## src/rtl/sound_mixer.sv

```systemverilog
// sound_mixer: four-channel APU mixer. Converts each channel's 4-bit level to a
// signed DAC value, pans it via NR51 into left/right accumulators (one channel
// per cycle), scales by the NR50 master volume and emits signed 16-bit PCM.
//
// Optional build macro: SOUND_MIXER_HPF_EN adds a DC-blocking high-pass stage
// after SCALE (one extra cycle of latency and of minimum tick spacing).
//
// Ports:
//   clk, rst_n            clock, synchronous active-low reset
//   sample_tick           one-cycle request for a new sample
//   ch1..ch4_level        4-bit channel levels
//   ch_enable             per-channel DAC enable (bit i = channel i+1)
//   nr50                  [6:4] left volume, [2:0] right volume
//   nr51                  [7:4] left routing ch4..ch1, [3:0] right routing
//   master_en             NR52 master enable
//   left, right           signed 16-bit samples (held between updates)
//   sample_valid          one-cycle pulse with each new left/right
//   overrun               one-cycle pulse when a tick arrives while busy
module sound_mixer #(
  parameter int unsigned OUT_SHIFT = 6
) (
  input  logic        clk,
  input  logic        rst_n,
  input  logic        sample_tick,
  input  logic [3:0]  ch1_level,
  input  logic [3:0]  ch2_level,
  input  logic [3:0]  ch3_level,
  input  logic [3:0]  ch4_level,
  input  logic [3:0]  ch_enable,
  input  logic [7:0]  nr50,
  input  logic [7:0]  nr51,
  input  logic        master_en,
  output logic [15:0] left,
  output logic [15:0] right,
  output logic        sample_valid,
  output logic        overrun
);

  localparam int unsigned DAC_W  = 6;
  localparam int unsigned ACC_W  = 7;
  localparam int unsigned VOL_W  = 5;
  localparam int unsigned PROD_W = 10;
  localparam int unsigned OUT_W  = 16;
  localparam int unsigned ST_W   = 3;

  localparam logic [ST_W-1:0] S_IDLE  = 3'd0;
  localparam logic [ST_W-1:0] S_ACC0  = 3'd1;
  localparam logic [ST_W-1:0] S_ACC1  = 3'd2;
  localparam logic [ST_W-1:0] S_ACC2  = 3'd3;
  localparam logic [ST_W-1:0] S_ACC3  = 3'd4;
  localparam logic [ST_W-1:0] S_SCALE = 3'd5;
`ifdef SOUND_MIXER_HPF_EN
  localparam logic [ST_W-1:0] S_HPF   = 3'd6;
`endif

  logic [ST_W-1:0] state, next_state;

  // Snapshot of all inputs taken when a tick is accepted
  logic [15:0] snap_lvl;
  logic [3:0]  snap_en;
  logic [7:0]  snap_route;
  logic [2:0]  snap_vol_l, snap_vol_r;
  logic        snap_master;

  logic signed [ACC_W-1:0] acc_l, acc_r;

  // One-cycle output staging so outputs land exactly one edge after SCALE/HPF
  logic signed [OUT_W-1:0] pend_l, pend_r;
  logic                    pend_v;

  // Vin bits of NR50 have no effect on the mix
  logic unused_vin;
  assign unused_vin = ^{nr50[7], nr50[3]};

  // Next-state logic
  always_comb begin
    next_state = state;
    case (state)
      S_IDLE:  if (sample_tick) next_state = S_ACC0;
      S_ACC0:  next_state = S_ACC1;
      S_ACC1:  next_state = S_ACC2;
      S_ACC2:  next_state = S_ACC3;
      S_ACC3:  next_state = S_SCALE;
`ifdef SOUND_MIXER_HPF_EN
      S_SCALE: next_state = S_HPF;
      S_HPF:   next_state = S_IDLE;
`else
      S_SCALE: next_state = S_IDLE;
`endif
      default: next_state = S_IDLE;
    endcase
  end

  // State register
  always_ff @(posedge clk) begin
    if (!rst_n) state <= S_IDLE;
    else        state <= next_state;
  end

  // Per-channel DAC value for the channel being accumulated this cycle
  logic [1:0]              ch_idx_c;
  logic [3:0]              lvl_c;
  logic signed [DAC_W-1:0] dac_c;
  logic                    route_l_c, route_r_c;

  always_comb begin
    ch_idx_c  = 2'(state - S_ACC0);
    lvl_c     = snap_lvl[{ch_idx_c, 2'b00} +: 4];
    dac_c     = '0;
    if (snap_en[ch_idx_c])
      dac_c = $signed({1'b0, lvl_c, 1'b0}) - 6'sd15;
    route_l_c = snap_route[{1'b1, ch_idx_c}];
    route_r_c = snap_route[{1'b0, ch_idx_c}];
  end

  // Volume scaling: acc * (vol+1), then shift to output scale
  logic signed [VOL_W-1:0]  vol_l_c, vol_r_c;
  logic signed [PROD_W-1:0] prod_l_c, prod_r_c;
  logic signed [OUT_W-1:0]  scaled_l_c, scaled_r_c;

  always_comb begin
    vol_l_c    = $signed({2'b00, snap_vol_l}) + 5'sd1;
    vol_r_c    = $signed({2'b00, snap_vol_r}) + 5'sd1;
    prod_l_c   = PROD_W'(acc_l) * PROD_W'(vol_l_c);
    prod_r_c   = PROD_W'(acc_r) * PROD_W'(vol_r_c);
    scaled_l_c = '0;
    scaled_r_c = '0;
    if (snap_master) begin
      scaled_l_c = OUT_W'(prod_l_c) <<< OUT_SHIFT;
      scaled_r_c = OUT_W'(prod_r_c) <<< OUT_SHIFT;
    end
  end

`ifdef SOUND_MIXER_HPF_EN
  localparam int unsigned HPF_W = 18;

  logic signed [OUT_W-1:0] x_l, x_r, xp_l, xp_r, yp_l, yp_r;
  logic signed [HPF_W-1:0] y_l_wide_c, y_r_wide_c;
  logic signed [OUT_W-1:0] y_l_c, y_r_c;

  function automatic logic signed [OUT_W-1:0] sat16(input logic signed [HPF_W-1:0] v);
    if (v > 18'sd32767)       sat16 = 16'sh7FFF;
    else if (v < -18'sd32768) sat16 = 16'sh8000;
    else                      sat16 = OUT_W'(v);
  endfunction

  // y = x - x_prev + y_prev - y_prev/256, one pole just below DC
  always_comb begin
    y_l_wide_c = HPF_W'(x_l) - HPF_W'(xp_l) + HPF_W'(yp_l) - HPF_W'(yp_l >>> 8);
    y_r_wide_c = HPF_W'(x_r) - HPF_W'(xp_r) + HPF_W'(yp_r) - HPF_W'(yp_r >>> 8);
    y_l_c      = sat16(y_l_wide_c);
    y_r_c      = sat16(y_r_wide_c);
  end
`endif

  // Datapath: snapshot, accumulate, scale, output staging
  always_ff @(posedge clk) begin
    if (!rst_n) begin
      snap_lvl     <= '0;
      snap_en      <= '0;
      snap_route   <= '0;
      snap_vol_l   <= '0;
      snap_vol_r   <= '0;
      snap_master  <= 1'b0;
      acc_l        <= '0;
      acc_r        <= '0;
      pend_l       <= '0;
      pend_r       <= '0;
      pend_v       <= 1'b0;
      left         <= '0;
      right        <= '0;
      sample_valid <= 1'b0;
      overrun      <= 1'b0;
`ifdef SOUND_MIXER_HPF_EN
      x_l  <= '0;
      x_r  <= '0;
      xp_l <= '0;
      xp_r <= '0;
      yp_l <= '0;
      yp_r <= '0;
`endif
    end else begin
      pend_v       <= 1'b0;
      sample_valid <= pend_v;
      overrun      <= sample_tick && (state != S_IDLE);
      if (pend_v) begin
        left  <= pend_l;
        right <= pend_r;
      end
      case (state)
        S_IDLE: begin
          if (sample_tick) begin
            snap_lvl    <= {ch4_level, ch3_level, ch2_level, ch1_level};
            snap_en     <= ch_enable;
            snap_route  <= nr51;
            snap_vol_l  <= nr50[6:4];
            snap_vol_r  <= nr50[2:0];
            snap_master <= master_en;
            acc_l       <= '0;
            acc_r       <= '0;
          end
        end
        S_ACC0, S_ACC1, S_ACC2, S_ACC3: begin
          if (route_l_c) acc_l <= acc_l + ACC_W'(dac_c);
          if (route_r_c) acc_r <= acc_r + ACC_W'(dac_c);
        end
        S_SCALE: begin
`ifdef SOUND_MIXER_HPF_EN
          x_l <= scaled_l_c;
          x_r <= scaled_r_c;
`else
          pend_l <= scaled_l_c;
          pend_r <= scaled_r_c;
          pend_v <= 1'b1;
`endif
        end
`ifdef SOUND_MIXER_HPF_EN
        S_HPF: begin
          pend_l <= y_l_c;
          pend_r <= y_r_c;
          pend_v <= 1'b1;
          xp_l   <= x_l;
          xp_r   <= x_r;
          yp_l   <= y_l_c;
          yp_r   <= y_r_c;
        end
`endif
        default: ;
      endcase
    end
  end

endmodule
```

## config.mk

```make
export PLATFORM = sky130hd
export DESIGN_NAME = sound_mixer
export DESIGN_NICKNAME = d
export VERILOG_FILES = /design/src/rtl/sound_mixer.sv
export SDC_FILE = /design/constraint.sdc
export NUM_CORES = 1
export LEC_CHECK = 0
export ABC_AREA = 1
export CAP_MARGIN = 25
export CORE_MARGIN = 4
export CORE_UTILIZATION = 25
export CTS_CLUSTER_SIZE = 8
export DETAILED_ROUTE_END_ITERATION = 12
export HOLD_SLACK_MARGIN = 0.05
export PLACE_DENSITY = 0.49
export SYNTH_ARGS = -nofsm -noshare
export SYNTH_HDL_FRONTEND = slang
export SYNTH_SLANG_ARGS = --single-unit
```

## constraint.sdc

```tcl
create_clock -name clk -period 5 [get_ports clk]
set_clock_uncertainty 0.05 [all_clocks]
set_input_delay 1.25 -clock clk [delete_from_list [all_inputs] [get_ports clk]]
set_output_delay 1.25 -clock clk [all_outputs]
set_load 0.01 [all_outputs]
```

==> results.ini <==
[run_status]
status = completed

[routing]
drt_iter0_drc = 282
finalWirelength_um = 15300
antenna_left = 0
dr.pass1.iters = 5
drcViolationCount = 0
routed_via_density = 4.34
via_count = 5410
wl_per_cell_um = 12.2

[timing]
hold-worst-slack_ns = 0.407
relSlewSlack = 0.438
tns_ns = 0
post-route-period-util = 0.802
finalCriticalPeriod_ns = 4.01
rsz0062_at_grt = false
hold_viol = 0
clock.fmax_mhz = 249
setup_viol = 0
drv_slew = 0
worst_pin_slew_ns = 0.842

[cts]
insertion_delay_ns = 0.34
path_clk_slew_ns = 0.07
cts_made_buffers = 9
cts_max_level = 3
cts.repair.resized = 0
cts_sinks = 95
postCtsSetupBuffers = 0
cts-root-buf = clkbuf_16
cts_buffer_depth = 2
cts_tree = built
cts_hold_buf = 0

[die]
initial_core_util = 0.257
std_cell_rows = 57
die_h_um = 167
dieArea_sq_um = 27900
core_area_sq_um = 24600
fp.dieW_um = 167
io_pins = 74

[setup_path]
arrival_ns = 4.23
cp-start-kind = flop
cp_max_fo = 9
crit_type = flop to flop
cp.required_ns = 5.22
critical_path.endpoint_type = flop

[power_and_ir_drop]
ir_drop_v = 0.000254
p_leak_nw = 3.55
p_per_area_nw_per_um2 = 422

[cells_and_area]
drive_above_1_share = 0.0488
diodes = 0
final_util = 0.302
fin_nets = 1038
final_common_cell = nand2_1
mostFrequentLayoutCells = nand2_1, inv_1, dfxtp_1
areaGrowthSynthToFinish_pct = 17.7

[placement]
post-dp-hpwl_um = 11500
io_buffers = 59
gp_congestion = 0.836

[synthesis]
ys_types = 37
ys_ff_latch = 95
syn_area_per_cell_sq_um = 7.16
syn_inst = 882
netlist_area_sq_um = 6310
synth-seq-area-share = 0.301
yosysWarnings = 0

[grt]
grt.overflow.total = 0
grt_pass1_wl_um = 25700
grt_max_degree = 39
grt_usage = 0.110
antenna_found_initial = 0
grt_pass1_vias = 5188

[job]
maxCapViolations = 0

[hold_path]
min_path_type = flop to flop

-- per-stage QoR --
step | power [mW] | cell area [sq um] | worst slack (ns) | instances
detailed placement | 2.50 | 7150 | 1.05 | 1233
CTS | 3.19 | 7430 | 1.03 | 1246
global placement | 2.49 | 7130 | 1.07 | 1232
floorplan | 2.11 | 6350 | 1.52 | 893
finish | 3.14 | 7430 | 0.992 | 1246
global route | 3.43 | 7430 | 0.605 | 1246
-- critical path, cell delays in order, from the launching register on --
cell      delay (ns)
dfxtp_1         0.52
ha_1            0.26
inv_1           0.08
nand2_1         0.08
nand2_1         0.15
nor2_1          0.13
ha_1            0.26
fa_1            0.54
inv_1           0.05
fa_1            0.52
inv_1           0.04
ha_1            0.34
a21oi_1         0.19
nand2_1         0.07
nand2_1         0.08
nand2_1         0.06
nand2_1         0.06
nand2_1         0.06
a21boi_0        0.16
o21ai_0         0.11
a21oi_1         0.12
-- power breakdown --
group / internal (mW) / total (mW) / switching, mW
Sequential: 0.868 / 0.969 / 0.102
Clock: 0.379 / 0.674 / 0.296
Combinational: 0.492 / 1.49 / 1.00
Total: 1.74 / 3.14 / 1.40
-- metal layers --
metal,vias to the layer above,part of all wire,GRT usage
met5,-,0,0
met1,2456,0.49,0.153
met4,0,0.0063,0.0196
met2,86,0.45,0.178
li1,2859,-,-
met3,9,0.053,0.0263
-- cell families (layout without fill, tap and decap cells) --
logic type / after synthesis / after routing / synth area share
and+or+nand+nor: 357 / 357 / 0.245
buffers and inverters: 183 / 212 / 0.120
AOI/OAI and AO/OA: 158 / 158 / 0.134
DFF: 95 / 95 / 0.301
adders and majority gates: 78 / 78 / 0.186
xor gates and xnor gates: 10 / 10 / 0.0139
other: 1 / 12 / 0.000594
-- final cells by class --
| class | instances | area [sq um] |
|---|---|---|
| fill | 2724 | 17200 |
| inverter | 134 | 503 |
| clock inverter | 4 | 50.0 |
| multi-input combinational | 615 | 3690 |
| timing repair buffer | 65 | 648 |
| clock buffer | 9 | 225 |
| sequential | 95 | 1900 |
| tap | 324 | 405 |
-- path summary, 6_finish.rpt --
check	startpoint	endpoint	slack (ns)	cells after the start
hold / removal	snap_lvl[9]$_SDFFE_PN0P_	snap_lvl[9]$_SDFFE_PN0P_	0.41	2
setup reg to reg	snap_vol_l[0]$_SDFFE_PN0P_	pend_l[14]$_SDFFE_PN0P_	0.99	20
hold reg to reg	snap_lvl[9]$_SDFFE_PN0P_	snap_lvl[9]$_SDFFE_PN0P_	0.41	2
setup / recovery	snap_vol_l[0]$_SDFFE_PN0P_	pend_l[14]$_SDFFE_PN0P_	0.99	20
-- registers in the layout, indices dropped and copies added (netlist names) --
signal / cells
acc_l: 7
acc_r: 7
left: 10
overrun: 1
pend_l: 10
pend_r: 10
pend_v: 1
right: 10
sample_valid: 1
snap_en: 4
snap_lvl: 16
snap_master: 1
snap_route: 8
snap_vol_l: 3
snap_vol_r: 3
state: 3
-- cells in the mapped netlist (all sizes together) --
| library cell | count | area (sq um) |
|---|---|---|
| nand4 | 10 | 62.6 |
| a32oi | 2 | 17.5 |
| ha | 52 | 651 |
| nor3 | 1 | 5.00 |
| buf | 23 | 159 |
| a21oi | 89 | 453 |
| or2 | 3 | 18.8 |
| xnor2 | 2 | 17.5 |
| nand3 | 67 | 350 |
| a21o | 2 | 15.0 |
| a31oi | 3 | 18.8 |
| dfxtp | 95 | 1900 |
| nand2 | 186 | 723 |
| fa | 26 | 521 |
| a21boi | 2 | 15.0 |
| a22oi | 1 | 7.51 |
| xor2 | 8 | 70.1 |
| clkbuf | 26 | 97.6 |
| nand3b | 2 | 15.0 |
| conb | 1 | 3.75 |
| o211ai | 5 | 47.5 |
| o21ai | 54 | 270 |
| nand2b | 2 | 12.5 |
| nor2 | 86 | 357 |
| inv | 134 | 503 |
Power figures use the tool's default switching activity.
